## src/rtl/window_addr_seq_if.sv

```systemverilog
// Parameter/handshake bundle for window_addr_seq.
// rev_addr_out exists only when REVERSE_ADDR_EN is defined.
interface window_addr_seq_if;
  localparam int unsigned ADDR_W = 10;
  localparam int unsigned WS_W   = 7;
  localparam int unsigned R_W    = 6;
  localparam int unsigned Q_W    = 4;

  logic              start_decode;
  logic [ADDR_W-1:0] BLOCK_SIZE;
  logic [WS_W-1:0]   window_size;
  logic [R_W-1:0]    r;
  logic [Q_W-1:0]    q_up;
  logic              addr_ready;

  logic              addr_valid;
  logic [ADDR_W-1:0] addr_out;
`ifdef REVERSE_ADDR_EN
  logic [ADDR_W-1:0] rev_addr_out;
`endif
  logic [Q_W-1:0]    win_idx;
  logic              win_first;
  logic              win_last;
  logic              busy;
  logic              done;

  modport master (
    output start_decode, BLOCK_SIZE, window_size, r, q_up, addr_ready,
    input
`ifdef REVERSE_ADDR_EN
           rev_addr_out,
`endif
           addr_valid, addr_out, win_idx, win_first, win_last, busy, done
  );

  modport slave (
    input  start_decode, BLOCK_SIZE, window_size, r, q_up, addr_ready,
    output
`ifdef REVERSE_ADDR_EN
           rev_addr_out,
`endif
           addr_valid, addr_out, win_idx, win_first, win_last, busy, done
  );
endinterface

```

## src/rtl/window_addr_seq.sv

```systemverilog
// Windowed address sequencer: walks q_up windows of window_size (last one r if r!=0).
// Define REVERSE_ADDR_EN to add the registered backward address rev_addr_out.
module window_addr_seq (
  input  logic             clk,
  input  logic             reset,
  window_addr_seq_if.slave bus
);
  localparam int unsigned ADDR_W = 10;
  localparam int unsigned WS_W   = 7;
  localparam int unsigned R_W    = 6;
  localparam int unsigned Q_W    = 4;

  typedef enum logic [1:0] {IDLE, LOAD, RUN, DONE} state_t;

  state_t            state;
  logic [ADDR_W-1:0] block_size_q;
  logic [WS_W-1:0]   window_size_q;
  logic [R_W-1:0]    r_q;
  logic [Q_W-1:0]    q_up_q;

  logic [Q_W-1:0]    idx;
  logic [WS_W-1:0]   offset;
  logic [ADDR_W-1:0] win_base;

  logic              addr_valid_q;
  logic [ADDR_W-1:0] addr_out_q;
  logic              win_first_q;
  logic              win_last_q;
  logic              busy_q;
  logic              done_q;
`ifdef REVERSE_ADDR_EN
  logic [ADDR_W-1:0] rev_addr_q;
`endif

  logic              xfer_c;
  logic              at_last_c;
  logic              final_win_c;
  logic              step_c;
  logic              stop_c;
  logic [WS_W-1:0]   cur_len_c;
  logic [WS_W-1:0]   len_n_c;
  logic [Q_W-1:0]    idx_n_c;
  logic [WS_W-1:0]   offset_n_c;
  logic [ADDR_W-1:0] base_n_c;

  // Sub-block length is captured but the address walk itself never needs it.
  logic unused_block_size;
  assign unused_block_size = ^block_size_q;

  // The final window is shortened to r when a remainder is present.
  function automatic logic [WS_W-1:0] win_len(input logic [Q_W-1:0] i);
    if ((r_q != '0) && (i == q_up_q - Q_W'(1))) return WS_W'(r_q);
    return window_size_q;
  endfunction

  assign cur_len_c   = win_len(idx);
  assign at_last_c   = (offset == cur_len_c - WS_W'(1));
  assign final_win_c = (idx == q_up_q - Q_W'(1));
  assign xfer_c      = (state == RUN) && addr_valid_q && bus.addr_ready;
  assign step_c      = ((state == LOAD) && (q_up_q != '0)) || (xfer_c && !(at_last_c && final_win_c));
  assign stop_c      = ((state == LOAD) && (q_up_q == '0)) || (xfer_c && at_last_c && final_win_c);

  // Next position: restart in LOAD, roll into the next window without a bubble.
  always_comb begin
    idx_n_c    = idx;
    offset_n_c = offset + WS_W'(1);
    base_n_c   = win_base;
    if (state == LOAD) begin
      idx_n_c    = '0;
      offset_n_c = '0;
      base_n_c   = '0;
    end else if (at_last_c) begin
      idx_n_c    = idx + Q_W'(1);
      offset_n_c = '0;
      base_n_c   = win_base + ADDR_W'(window_size_q);
    end
  end

  assign len_n_c = win_len(idx_n_c);

  // Control FSM: parameter capture, busy and the done pulse.
  always_ff @(posedge clk or posedge reset) begin
    if (reset) begin
      state         <= IDLE;
      block_size_q  <= '0;
      window_size_q <= '0;
      r_q           <= '0;
      q_up_q        <= '0;
      busy_q        <= 1'b0;
      done_q        <= 1'b0;
    end else begin
      done_q <= 1'b0;
      case (state)
        IDLE: begin
          if (bus.start_decode) begin
            block_size_q  <= bus.BLOCK_SIZE;
            window_size_q <= bus.window_size;
            r_q           <= bus.r;
            q_up_q        <= bus.q_up;
            busy_q        <= 1'b1;
            state         <= LOAD;
          end
        end
        LOAD: begin
          if (q_up_q != '0) begin
            state <= RUN;
          end else begin
            state  <= DONE;
            busy_q <= 1'b0;
            done_q <= 1'b1;
          end
        end
        RUN: begin
          if (stop_c) begin
            state  <= DONE;
            busy_q <= 1'b0;
            done_q <= 1'b1;
          end
        end
        DONE: begin
          state <= IDLE;
        end
        default: begin
          state <= IDLE;
        end
      endcase
    end
  end

  // Position counters and registered address/flag outputs; held when no transfer.
  always_ff @(posedge clk or posedge reset) begin
    if (reset) begin
      idx          <= '0;
      offset       <= '0;
      win_base     <= '0;
      addr_valid_q <= 1'b0;
      addr_out_q   <= '0;
      win_first_q  <= 1'b0;
      win_last_q   <= 1'b0;
`ifdef REVERSE_ADDR_EN
      rev_addr_q   <= '0;
`endif
    end else if (step_c) begin
      idx          <= idx_n_c;
      offset       <= offset_n_c;
      win_base     <= base_n_c;
      addr_valid_q <= 1'b1;
      addr_out_q   <= base_n_c + ADDR_W'(offset_n_c);
      win_first_q  <= (offset_n_c == '0);
      win_last_q   <= (offset_n_c == len_n_c - WS_W'(1));
`ifdef REVERSE_ADDR_EN
      rev_addr_q   <= base_n_c + ADDR_W'(len_n_c) - ADDR_W'(1) - ADDR_W'(offset_n_c);
`endif
    end else if (stop_c) begin
      idx          <= '0;
      offset       <= '0;
      win_base     <= '0;
      addr_valid_q <= 1'b0;
      addr_out_q   <= '0;
      win_first_q  <= 1'b0;
      win_last_q   <= 1'b0;
`ifdef REVERSE_ADDR_EN
      rev_addr_q   <= '0;
`endif
    end
  end

  assign bus.addr_valid = addr_valid_q;
  assign bus.addr_out   = addr_out_q;
  assign bus.win_idx    = idx;
  assign bus.win_first  = win_first_q;
  assign bus.win_last   = win_last_q;
  assign bus.busy       = busy_q;
  assign bus.done       = done_q;
`ifdef REVERSE_ADDR_EN
  assign bus.rev_addr_out = rev_addr_q;
`endif

endmodule

```

## src/flat_wrapper.sv

```systemverilog
// flat-port wrapper written by rule: the top's interface ports become plain ports
module window_addr_seq_flat 
  (clk, reset, bus_start_decode, bus_BLOCK_SIZE, bus_window_size, bus_r, bus_q_up, bus_addr_ready, bus_addr_valid, bus_addr_out, bus_win_idx, bus_win_first, bus_win_last, bus_busy, bus_done);
  window_addr_seq_if bus_i ();
  input  logic clk;
  input  logic reset;
  input wire logic [$bits(bus_i.start_decode)-1:0] bus_start_decode;
  input wire logic [$bits(bus_i.BLOCK_SIZE)-1:0] bus_BLOCK_SIZE;
  input wire logic [$bits(bus_i.window_size)-1:0] bus_window_size;
  input wire logic [$bits(bus_i.r)-1:0] bus_r;
  input wire logic [$bits(bus_i.q_up)-1:0] bus_q_up;
  input wire logic [$bits(bus_i.addr_ready)-1:0] bus_addr_ready;
  output wire logic [$bits(bus_i.addr_valid)-1:0] bus_addr_valid;
  output wire logic [$bits(bus_i.addr_out)-1:0] bus_addr_out;
  output wire logic [$bits(bus_i.win_idx)-1:0] bus_win_idx;
  output wire logic [$bits(bus_i.win_first)-1:0] bus_win_first;
  output wire logic [$bits(bus_i.win_last)-1:0] bus_win_last;
  output wire logic [$bits(bus_i.busy)-1:0] bus_busy;
  output wire logic [$bits(bus_i.done)-1:0] bus_done;
  assign bus_i.start_decode = bus_start_decode;
  assign bus_i.BLOCK_SIZE = bus_BLOCK_SIZE;
  assign bus_i.window_size = bus_window_size;
  assign bus_i.r = bus_r;
  assign bus_i.q_up = bus_q_up;
  assign bus_i.addr_ready = bus_addr_ready;
  assign bus_addr_valid = bus_i.addr_valid;
  assign bus_addr_out = bus_i.addr_out;
  assign bus_win_idx = bus_i.win_idx;
  assign bus_win_first = bus_i.win_first;
  assign bus_win_last = bus_i.win_last;
  assign bus_busy = bus_i.busy;
  assign bus_done = bus_i.done;
  window_addr_seq u_core (.clk(clk), .reset(reset), .bus(bus_i));
endmodule
```

## config.mk

```make
export PLATFORM = sky130hd
export DESIGN_NAME = window_addr_seq_flat
export DESIGN_NICKNAME = d
export VERILOG_FILES = /design/src/rtl/window_addr_seq_if.sv /design/src/rtl/window_addr_seq.sv /design/src/flat_wrapper.sv
export SDC_FILE = /design/constraint.sdc
export NUM_CORES = 1
export LEC_CHECK = 0
export CAP_MARGIN = 20
export CORE_MARGIN = 2
export CORE_UTILIZATION = 45
export CTS_CLUSTER_DIAMETER = 60
export DETAILED_ROUTE_END_ITERATION = 12
export PLACE_DENSITY = 0.74
export SETUP_SLACK_MARGIN = 0.5
export SKIP_LAST_GASP = 1
export SYNTH_ARGS = -nofsm -noshare
export SYNTH_HDL_FRONTEND = slang
export SYNTH_SLANG_ARGS = --single-unit
```

## constraint.sdc

```tcl
create_clock -name clk -period 5.62 [get_ports clk]
set_input_delay 1.124 -clock clk [delete_from_list [all_inputs] [get_ports clk]]
set_output_delay 1.124 -clock clk [all_outputs]
set_load 0.005 [all_outputs]
```

## Word-level counts from Yosys, hierarchy flattened

Cells that the tools add are included.

- Memories: 0
- Bits in latches: 0
- Bits in writable memories: 0
- Output and inout bits: 19
- Flip-flop bits (word level): 55
- Memory bits (read-only): 0
- Bits of input ports: 31
- Logic and storage cells: 86

- Bitwise operators: 0
- Shift-type cells: 0
- Mux-type cells: 33
- Order comparisons: 0
- Reduce and logical (&&, ||, !) cells: 23
- Equal/unequal tests: 10
- Add/subtract/negate cells: 7
- Multiply operators: 0
- Divide/modulo/power cells: 0

Operators by type and width:

| cell | count |
|---|---|
| 7-bit 2-to-1 mux | 8 |
| 10-bit 2-to-1 mux | 5 |
| 10-bit by 7-bit adder with 10-bit output | 2 |
| 4-bit 2-to-1 mux | 4 |
| 7-bit equality test | 2 |
| 7-bit by 1-bit subtractor with 7-bit output, second input constant | 2 |
| 1-bit 2-to-1 mux | 11 |
| 1-bit logical AND | 10 |
| 4-bit equality test | 2 |
| 2-bit one-hot mux with 4 select lines | 1 |
| 7-bit by 1-bit adder with 7-bit output, second input constant | 1 |
| 7-bit zero test | 1 |
| 6-bit nonzero test | 1 |
| 4-bit by 1-bit adder with 4-bit output, second input constant | 1 |
| 2-bit equality test, second input constant | 2 |
| 4-bit zero test | 1 |
| 2-bit 2-to-1 mux | 2 |
| 2-bit != test, second input constant | 2 |
| 2-bit AND reduction | 2 |
| 4-bit AND reduction | 1 |
| 4-bit nonzero test | 1 |
| 4-bit by 1-bit subtractor with 4-bit output, second input constant | 1 |
| 1-bit one-hot mux with 3 select lines | 1 |
| 3-bit nonzero test | 1 |
| 7 further kinds | 8 |

## Logic depth before layout (Yosys ltp)

- Word-level depth: 16
- Depth in mapped cells: 31
- Depth with buffers taken out: 27

## Least setup slack after synthesis

No wires, ideal clock.

- Path kind: reg2reg
- Start: register u_core.q_up_q[0]
- End: register u_core.win_last_q, in the netlist u_core.bus.win_last
- Required time: 5.496 ns
- Stages on the path, launching flop included: 29
- Data arrival time: 5.737 ns
- Library setup time: 0.124 ns
- Setup slack: -0.241 ns
- Period minus slack after synthesis: 5.861 ns
- Path through: dfrtp_1 > inv_1 > ha_1 > xor3_1 > a2111oi_1 > nand2_1 > buf_4 > mux2i_1 > ha_1 > buf_2 > nand2b_1 > or4_1 > o311ai_2 > mux2i_1 > nor3_2 > o211ai_1 > or3_1 > a21oi_2 > xnor2_1 > nor4_4 > buf_6 > a21oi_1 > ha_1 > mux2_2 > a22oi_1 > nor2_1 > a31o_2 > o2111ai_1 > o31ai_1

- Cells in the longest elaborated chain, start to end: 16

Ends and longest elaborated chain:

| item | line | source |
|---|---|---|
| start, declared | window_addr_seq.sv:19 | `logic [Q_W-1:0] q_up_q;` |
| start signal, assigned | window_addr_seq.sv:99 | `q_up_q <= bus.q_up;` |
| 4-bit by 1-bit subtractor with 4-bit output | window_addr_seq.sv:52, window_addr_seq.sv:58 |  |
| 4-bit equality test | window_addr_seq.sv:52, window_addr_seq.sv:58 |  |
| 1-bit logical AND | window_addr_seq.sv:52 | `if ((r_q != '0) && (i == q_up_q - Q_W'(1))) return WS_W'(r_q);` |
| 1-bit 2-to-1 mux | window_addr_seq.sv:52 |  |
| 7-bit 2-to-1 mux | window_addr_seq.sv:53 | `return window_size_q;` |
| 7-bit by 1-bit subtractor with 7-bit output | window_addr_seq.sv:57 | `assign at_last_c = (offset == cur_len_c - WS_W'(1));` |
| 7-bit equality test | window_addr_seq.sv:57 |  |
| 4-bit 2-to-1 mux | window_addr_seq.sv:72 | `end else if (at_last_c) begin` |
| 4-bit 2-to-1 mux | window_addr_seq.sv:68 | `if (state == LOAD) begin` |
| 4-bit equality test | window_addr_seq.sv:52 |  |
| 1-bit logical AND | window_addr_seq.sv:52 |  |
| 1-bit 2-to-1 mux | window_addr_seq.sv:52 |  |
| 7-bit 2-to-1 mux | window_addr_seq.sv:53 |  |
| 7-bit by 1-bit subtractor with 7-bit output | window_addr_seq.sv:150 | `win_last_q <= (offset_n_c == len_n_c - WS_W'(1));` |
| 7-bit equality test | window_addr_seq.sv:150 |  |
| 1-bit 2-to-1 mux | window_addr_seq.sv:143 | `end else if (step_c) begin` |
| end signal, assigned | window_addr_seq.sv:150 |  |
| end, declared | window_addr_seq.sv:28 | `logic win_last_q;` |

Several ways; a longest one is shown, not always the timed one.
A chain may end at the register's enable or synchronous reset.

## Worst setup path after layout

Ends and elaborated chain as after synthesis.

==> flow_summary.json <==
{
  "synth_xor_area_frac": 0.112,
  "cp.required_ns": 5.83,
  "drtAntennaViolNets": 0,
  "cp.arrival_ns": 5.72,
  "ff2ff_setup_slack_ns": 0.11,
  "slowest_stage": "or4_1",
  "critical_path_class": "register to register",
  "finClkSkew_ns": 0.0131,
  "worst_pin_slew_ns": 0.840,
  "netlist_top_cells_area": "dfrtp_1, ha_1, xnor2_1",
  "p_leak_nw": 2.37,
  "finalHoldViolCount": 0,
  "yosysSeqAreaShare": 0.324,
  "fp.dieH_um": 101,
  "fin_area_mm2": 0.00537,
  "ir_drop_mv": 0.280,
  "grt_pass1_wl_um": 18300,
  "drt-initial-drc-count": 241,
  "syn-num-nets": 515,
  "cts_max_level": 2,
  "gp_congestion": 0.917,
  "cpLargestDelayFamily": "simple AND/OR/NAND/NOR gates",
  "synth_top_area_cell": "dfrtp_1",
  "place_inst": 613,
  "dieArea_mm2": 0.0102,
  "drt-wirelength-per-cell_um": 17.6,
  "io_pins": 50,
  "portBuffers": 39,
  "finalSetupViolations": 0,
  "postLayoutSetupSlackWorst_ns": 0.111,
  "drive_gt1_frac": 0.234,
  "outcome": "completed",
  "fill_cells": 776,
  "cts_buffers": 5,
  "synth_ff_type": "dfrtp_1",
  "cp-end-kind": "register",
  "path_buf_inv": 1,
  "die-width_um": 101,
  "antenna_found_initial": 0,
  "dp_hpwl_um": 7910,
  "syn_to_final_growth_pct": 26.2,
  "maxCapViolations": 0,
  "maxSlewViolCount": 0,
  "clock_sinks": 55,
  "avgViaCountPerCell": 5.96,
  "synth_seq_cells": 55,
  "insertion_delay_ns": 0.32,
  "yosys.area_share.adder": 0.0800,
  "netlist_area_mm2": 0.00425,
  "synth_top_area_frac": 0.324,
  "synth_compound_area_frac": 0.196,
  "placementRows": 35,
  "vias": 3865,
  "root_buffer": "clkbuf_8",
  "critical_path.startpoint_type": "register",
  "utilization": 0.584,
  "p_per_area_mw_per_mm2": 518,
  "synth_edf_count": 0,
  "grt.overflow.total": 0,
  "min_period_ns": 5.51,
  "synth_area_per_cell_um2": 9.29,
  "cpMostUsedCell": "mux2i_1",
  "cts_tree": "yes",
  "drt_pass1_iterations": 5,
  "synth-async-reset-ratio": 1.00,
  "clk_path_buf_depth": 2,
  "yosys_warnings": 0,
  "synth_top_family_by_area": "compound AO/OA/AOI/OAI gates",
  "synth.mux.area_fraction": 0.0832,
  "dp_slack_ns": -0.0471,
  "crit_fanout": 4,
  "grt_max_degree": 56,
  "clk_pin_slew_worst_paths_ns": 0.10,
  "crit_path_max_incr_delay_ns": 0.42,
  "maxSlewHeadroom": 0.439,
  "place_area_mm2": 0.00493,
  "start_util": 0.463,
  "grt_pass1_vias": 3761,
  "drt_wl_total_um": 11500,
  "fmax_ghz": 0.182,
  "hold_class": "register to register",
  "timing.final.crit_share": 0.980,
  "fin_cells": 649,
  "final_nets": 594,
  "synth_cell_types": 67,
  "core_mm2": 0.00920,
  "diodes": 0,
  "synthCells": 458,
  "post-route-drc-count": 0,
  "synth-simple-area-share": 0.161,
  "rsz0062_at_grt": "yes",
  "grt_use_total": 0.224
}
per-layer routing:
| metal | share of wire | GRT usage |
|---|---|---|
| met4 | 0.027 | 0.0780 |
| met5 | 0 | 0 |
| met1 | 0.44 | 0.305 |
| met2 | 0.48 | 0.366 |
| met3 | 0.052 | 0.0304 |
through the flow:
stage                     setup TNS (ns)  total power [mW]  hold WS (ns)
after floorplan                        0              1.88         0.473
after global placement                 0              2.27         0.480
after detailed placement         -0.0471              2.34         0.493
after CTS                              0              2.71         0.517
after global routing              -0.256              2.98         0.541
final                                  0              2.78         0.507
registers in the layout, indices dropped and copies added (netlist names):
register               flops
u_core.bus.addr_valid      1
u_core.q_up_q              4
u_core.window_size_q       7
u_core.bus.win_idx         4
u_core.bus.busy            1
u_core.bus.win_last        1
u_core.r_q                 6
u_core.state               2
u_core.offset              7
u_core.bus.win_first       1
u_core.bus.done            1
u_core.bus.addr_out       10
u_core.win_base           10
worst min-delay path: stages, from the launching register on:
cell,delay [ns]
dfrtp_1,0.36
nand2_1,0.05
o31ai_1,0.06
cells in the final DEF, fill, tap and decap left out, drive strengths merged, types with 14 or more instances in the layout:
cell and n:
buf 58, dfrtp 55, nor2 49, clkdlybuf4s50 39, xnor2 35, a22o 24
ha 24, nand2 23, o21ai 20, a21oi 20, mux2 19, inv 18
xor2 16, mux2i 14
kinds of logic after synthesis:
family	after synthesis
AOI/OAI and AO/OA	114
xor gates and xnor gates	52
adders and majority gates	26
buffers and inverters	43
DFF	55
muxes	33
and+or+nand+nor	135
Yosys cell counts, types with 2 or more instances:
library cell   n
nor2_1        49
o2111ai_1      4
xor2_1        16
ha_1          24
buf_4          3
a31oi_1        2
a21oi_1       19
and3_1         3
or3_1          5
nand3b_1       5
a22oi_1        5
o22ai_1        2
and2_1         3
o311a_1        2
mux2_2        19
nor3b_1        2
o21ai_1        5
o31ai_1        5
nor3_1         9
nand2_1       23
or4_1          3
nor4_1         2
nor2b_1        6
a21o_1         9
a22o_1        24
fa_1           2
buf_2          3
nand4_1        2
dfrtp_1       55
inv_1         18
xnor2_1       34
or2_2          4
nor3_2         2
nand2b_1       5
nand3_1        8
mux2i_1       14
o21bai_1       3
clkbuf_1      16
o21ai_0       15
power by group:
group / internal (mW) / switching [mW]
registers: 0.511 / 0.148
clock network: 0.133 / 0.141
logic: 0.884 / 0.967
total: 1.53 / 1.26
area by class of cell:
type / count / area, um^2 / area share
clock buffer: 5 / 68.8 / 0.0128
clock inverter: 3 / 43.8 / 0.00816
inverter: 18 / 67.6 / 0.0126
multi-input combinational: 360 / 2830 / 0.527
sequential: 55 / 1380 / 0.256
tap: 111 / 139 / 0.0259
timing repair buffer: 97 / 845 / 0.157
repair_timing:
item,in CTS,in global routing
endpoints found under the setup margin,5,7
resized for setup,22,8
buffers inserted,18,10
hold buffers,0,0
pin swaps,15,20
path summary, 6_finish.rpt:
kind,start,to,cells past startpoint
worst max register to register,u_core.q_up_q[0],u_core.bus.win_last,25
max in group asynchronous,reset,u_core.r_q[1],3
worst max-delay path,u_core.q_up_q[0],u_core.bus.win_last,25
min in group asynchronous,reset,u_core.offset[1],3
worst min register to register,u_core.bus.win_last,u_core.bus.win_last,2
worst min-delay path,u_core.bus.win_last,u_core.bus.win_last,2
Power figures use the tool's default switching activity.
==> RTL edit 1 (same settings) <==
Re-encode `state_t` (4 states) as Gray code, 2 bits wide.
--- a/src/rtl/window_addr_seq.sv
+++ b/src/rtl/window_addr_seq.sv
@@ -10,7 +10,7 @@
   localparam int unsigned R_W    = 6;
   localparam int unsigned Q_W    = 4;
 
-  typedef enum logic [1:0] {IDLE, LOAD, RUN, DONE} state_t;
+  typedef enum logic [1:0] {IDLE = 2'b00, LOAD = 2'b01, RUN = 2'b11, DONE = 2'b10} state_t;
 
   state_t            state;
   logic [ADDR_W-1:0] block_size_q;
Formal check against the unedited RTL: same outputs for any inputs over 4 cycles, from zero or initial values and one cycle with reset high; so few cycles prove little.
==> RTL edit 1 against the unedited design <==
- non-clock buffer count decreased by 26
- largest cell class unchanged
- combinational power decreased by 21%
- sequential cell count unchanged
- power decreased by 15%
- area after synthesis decreased by 5.2%
- synthesized cell count decreased by 6.1%
- hold slack got worse by 0.014 ns
- wire length decreased by 16%
- via count decreased by 14%
- setup slack improved by 0.39 ns
- cell area decreased by 7.6%
==> RTL edit 1: results (changes against the unedited design) <==
outcome=complete, no violations; worst-margin pin slew=0.7305 ns (-0.1093 ns); drt pass-1 iters=4 (-1); # nets final=539 (-9.3%); Final clock-cell share=0.02018 (-0.0007925); Place WS=0.1140 ns (+0.1611 ns); routability congestion estimate from global placement=0.9010 (-1.7%); syn avg cell area=9.375 um2 (+0.94%); largest stage delay on the critical path=0.54 ns (+0.12 ns); invs w/o clock=14 (-4); buffering overhead=0.1312 (-0.02613); GRT met3 Usage=0.02553 (-0.004834); clkbuf count=8 (+3); num rows=34 (-2.9%); Worst Path Max Fanout=5 (+1); first-pass GRT wire length=15.85 mm (-13%); Min-Delay Endpoint=u_core.bus.addr_out[6]; Seq/Total Area, Yosys=0.3414 (+0.01787); setup ws final=0.5027 ns (+0.3920 ns); multi-input gates=339 (-5.8%); Post-Place Cells=569 (-7.2%); Initial DRC Count=198 (-18%); Netlist cell types=56 (-16%); met2 Use GR=0.3291 (-0.03662); RR Startpoint=u_core.r_q[1]; GR Util met1=0.2691 (-0.03628); clock share of power=0.101 (+0.003); Filler cells=768 (-1.0%); Crit-path slowest cell=or4_4; Synth area leaders=dfrtp_1 (34%), xnor2_1 (7.2%), ha_1 (6.2%), mux2i_1 (6.2%), xor2_1 (4.6%); FF+latch area=1381 um2 (+0.36%); vias per cell=5.588 (-6.2%); fraction of standard cell area in multi-input logic=0.5318 (+0.004870); GR Util All Layers=0.1982 (-0.02553); DP Area=4567 um2 (-7.4%); post-route non-filler standard cell count=595 (-8.3%); HPWL Detailed=6.641 mm (-16%); leakage power=2.157 nW (-9.0%); WP data arrival=5.35 ns (-0.37 ns); wire per inst=16.08 um (-8.9%); Synthesized Nets=483 (-6.2%)
-- RTL edit 1: cell count changes after synthesis, moves of 5 or more --
cell	before	now
buf_2	3	8
mux2i_1	14	25
nand2_1	23	35
clkbuf_1	16	11
a21oi_1	19	14
mux2_2	19	14
nor2_1	49	38
o21ai_0	15	26
nand3_1	8	13
xor2_1	16	21
a22o_1	24	14
-- RTL edit 1: timing repair --
item / CTS / global route
resized for setup: 7 / 23
endpoints found under the setup margin: 6 / 6
hold buffers: 0 / 0
pin swaps: 4 / 15
buffers inserted: 7 / 11
-- RTL edit 1: through the flow --
| stage | utilization | hold slack [ns] | total power, mW |
|---|---|---|---|
| after global placement | 0.5237 | 0.4673 | 1.882 |
| after floorplan | - | 0.4733 | 1.600 |
| final | 0.5687 | 0.4927 | 2.374 |
| after detailed placement | 0.5237 | 0.4737 | 1.931 |
| after CTS | 0.5455 | 0.4980 | 2.228 |
| after global routing | 0.5687 | 0.5152 | 2.550 |
-- RTL edit 1: worst min-delay path, cell delays in order, from the launching register on --
cell,delay (ns)
dfrtp_1,0.36
nand2_1,0.04
o21ai_0,0.06
-- RTL edit 1: logic make-up (layout without fill, tap and decap cells) --
| kind of cell | count (synthesis) | in the layout | synth area share |
|---|---|---|---|
| fa+ha+maj | 22 | 22 | 0.07201 |
| flops | 55 | 55 | 0.3414 |
| compound gates | 86 | 86 | 0.1431 |
| buf+inv | 36 | 93 | 0.03973 |
| mux | 41 | 41 | 0.1105 |
| xor+xnor | 55 | 55 | 0.1232 |
| simple gates | 135 | 135 | 0.1701 |
-- RTL edit 1: metal layers --
metal	part of all wire	wire length [um]	vias up
met3	0.033	318	12
met1	0.46	4376	1628
met5	0	0	-
met2	0.50	4744	65
met4	0.013	129	0
li1	-	-	1620
==> RTL edit 2 (same settings) <==
Without the edit above. `R_W` is set to 6 in 2 places; all go to 3.
--- a/src/rtl/window_addr_seq_if.sv
+++ b/src/rtl/window_addr_seq_if.sv
@@ -3,7 +3,7 @@
 interface window_addr_seq_if;
   localparam int unsigned ADDR_W = 10;
   localparam int unsigned WS_W   = 7;
-  localparam int unsigned R_W    = 6;
+  localparam int unsigned R_W    = 3;
   localparam int unsigned Q_W    = 4;
 
   logic              start_decode;
--- a/src/rtl/window_addr_seq.sv
+++ b/src/rtl/window_addr_seq.sv
@@ -7,7 +7,7 @@
 );
   localparam int unsigned ADDR_W = 10;
   localparam int unsigned WS_W   = 7;
-  localparam int unsigned R_W    = 6;
+  localparam int unsigned R_W    = 3;
   localparam int unsigned Q_W    = 4;
 
   typedef enum logic [1:0] {IDLE, LOAD, RUN, DONE} state_t;
Ports: changed (resized bus_r); port bits go from 50 to 47. The function was not compared with the original's and may differ.
==> RTL edit 2 against the unedited design <==
- area after synthesis fell by 6.9%
- cell area fell by 7.2%
- largest cell class unchanged
- setup slack got worse by 0.16 ns
- wire length fell by 11%
- sequential cell count fell by 3
- first-iteration DRC count rose by 8.3%
- cell count fell by 6.9%
- power rose by 1.9%
- the flow now finishes with violations (negative setup slack)
==> RTL edit 2: results (changes against the unedited design) <==
outcome=finished, violations left; violated checks=negative setup slack; Crit-path slowest cell=dfrtp_2; met2 Use GR=0.3672 (+0.001462); leakage power=2.173 nW (-8.3%); CTS resizes=15 (-32%); P_sw=1.304 mW (+3.8%); Commonest cells post-synth=dfrtp_1 (52), nor2_1 (35), a22o_1 (27), xnor2_1 (27); total power=2.837 mW (+1.9%); combinational share of power=0.684 (+0.019); GR Util met1=0.2737 (-0.03167); # nets final=549 (-7.6%); Worst Skew=0.007514 ns (-0.005591 ns); Netlist cell types=59 (-12%); Power Dens Cells=569.2 nW/um2 (+9.8%); largest stage delay on the critical path=0.45 ns (+0.03 ns); Min-Delay Endpoint=u_core.bus.addr_out[6]; Synthesized Nets=479 (-7.0%); DP Area=4698 um2 (-4.7%); Hold Startpoint=u_core.bus.addr_out[6]; Seq/Total Area, Yosys=0.3285 (+0.004961); R2R cell count=29 (+16%); Post-Place Cells=583 (-4.9%); Adder-Cell Fraction of Synth Area=0.08591 (+0.005913); Final TNS setup=-0.04537 ns (-0.04537 ns); Setup Viol. Count Final=1 (+1); Flop pwr share=0.233 (-0.004); Filler cells=751 (-3.2%); Hold WS=0.5160 ns (+0.009394 ns); hold depth=1 (-1); vias in the first global route=3364 (-11%); WP data arrival=5.89 ns (+0.17 ns); Worst Path Max Fanout=6 (+2); GR Util All Layers=0.2097 (-0.01402); routed wl met2=5.188 mm (-6.2%); first-pass GRT wire length=16.63 mm (-9.2%); peak supply drop=0.3424 mV (+22%); Setup Fix Bufs, Post-CTS=8 (-10); drt pass-1 iters=7 (+2); post-synthesis mux area share=0.07296 (-0.01027); Compound-Gate Fraction of Synth Area=0.1984 (+0.002181); Synth Area in XOR/XNOR=0.1011 (-0.01128); Rel. slew slack=0.3994 (-0.03935); Buffers on Ports=36 (-7.7%); Initial DRC Count=261 (+8.3%); setup ws final=-0.04537 ns (-0.1560 ns); GRT met3 Usage=0.02863 (-0.001733); Place WS=-0.1821 ns (-0.1350 ns); post-route non-filler standard cell count=604 (-6.9%); routability congestion estimate from global placement=0.8995 (-1.9%); share of cells above drive strength 1=0.2137 (-0.02049)
-- RTL edit 2: changes by cell type after synthesis, moves of 4 or more --
| cell | unedited run | this run |
|---|---|---|
| a21o_1 | 9 | 3 |
| a21oi_1 | 19 | 24 |
| inv_1 | 18 | 22 |
| mux2_2 | 19 | 15 |
| nand2_1 | 23 | 17 |
| nand3_1 | 8 | 12 |
| nor2_1 | 49 | 35 |
| nor4_1 | 2 | 6 |
| o21ai_1 | 5 | 1 |
| or3_1 | 5 | 1 |
| xnor2_1 | 34 | 27 |
-- RTL edit 2: final cells by class --
class	count	area share
Inverter	22	0.01657
Sequential cell	52	0.2616
Multi-Input combinational cell	332	0.5323
Clock buffer	6	0.01657
Clock inverter	2	0.002762
Tap cell	108	0.02712
Timing Repair Buffer	82	0.1431
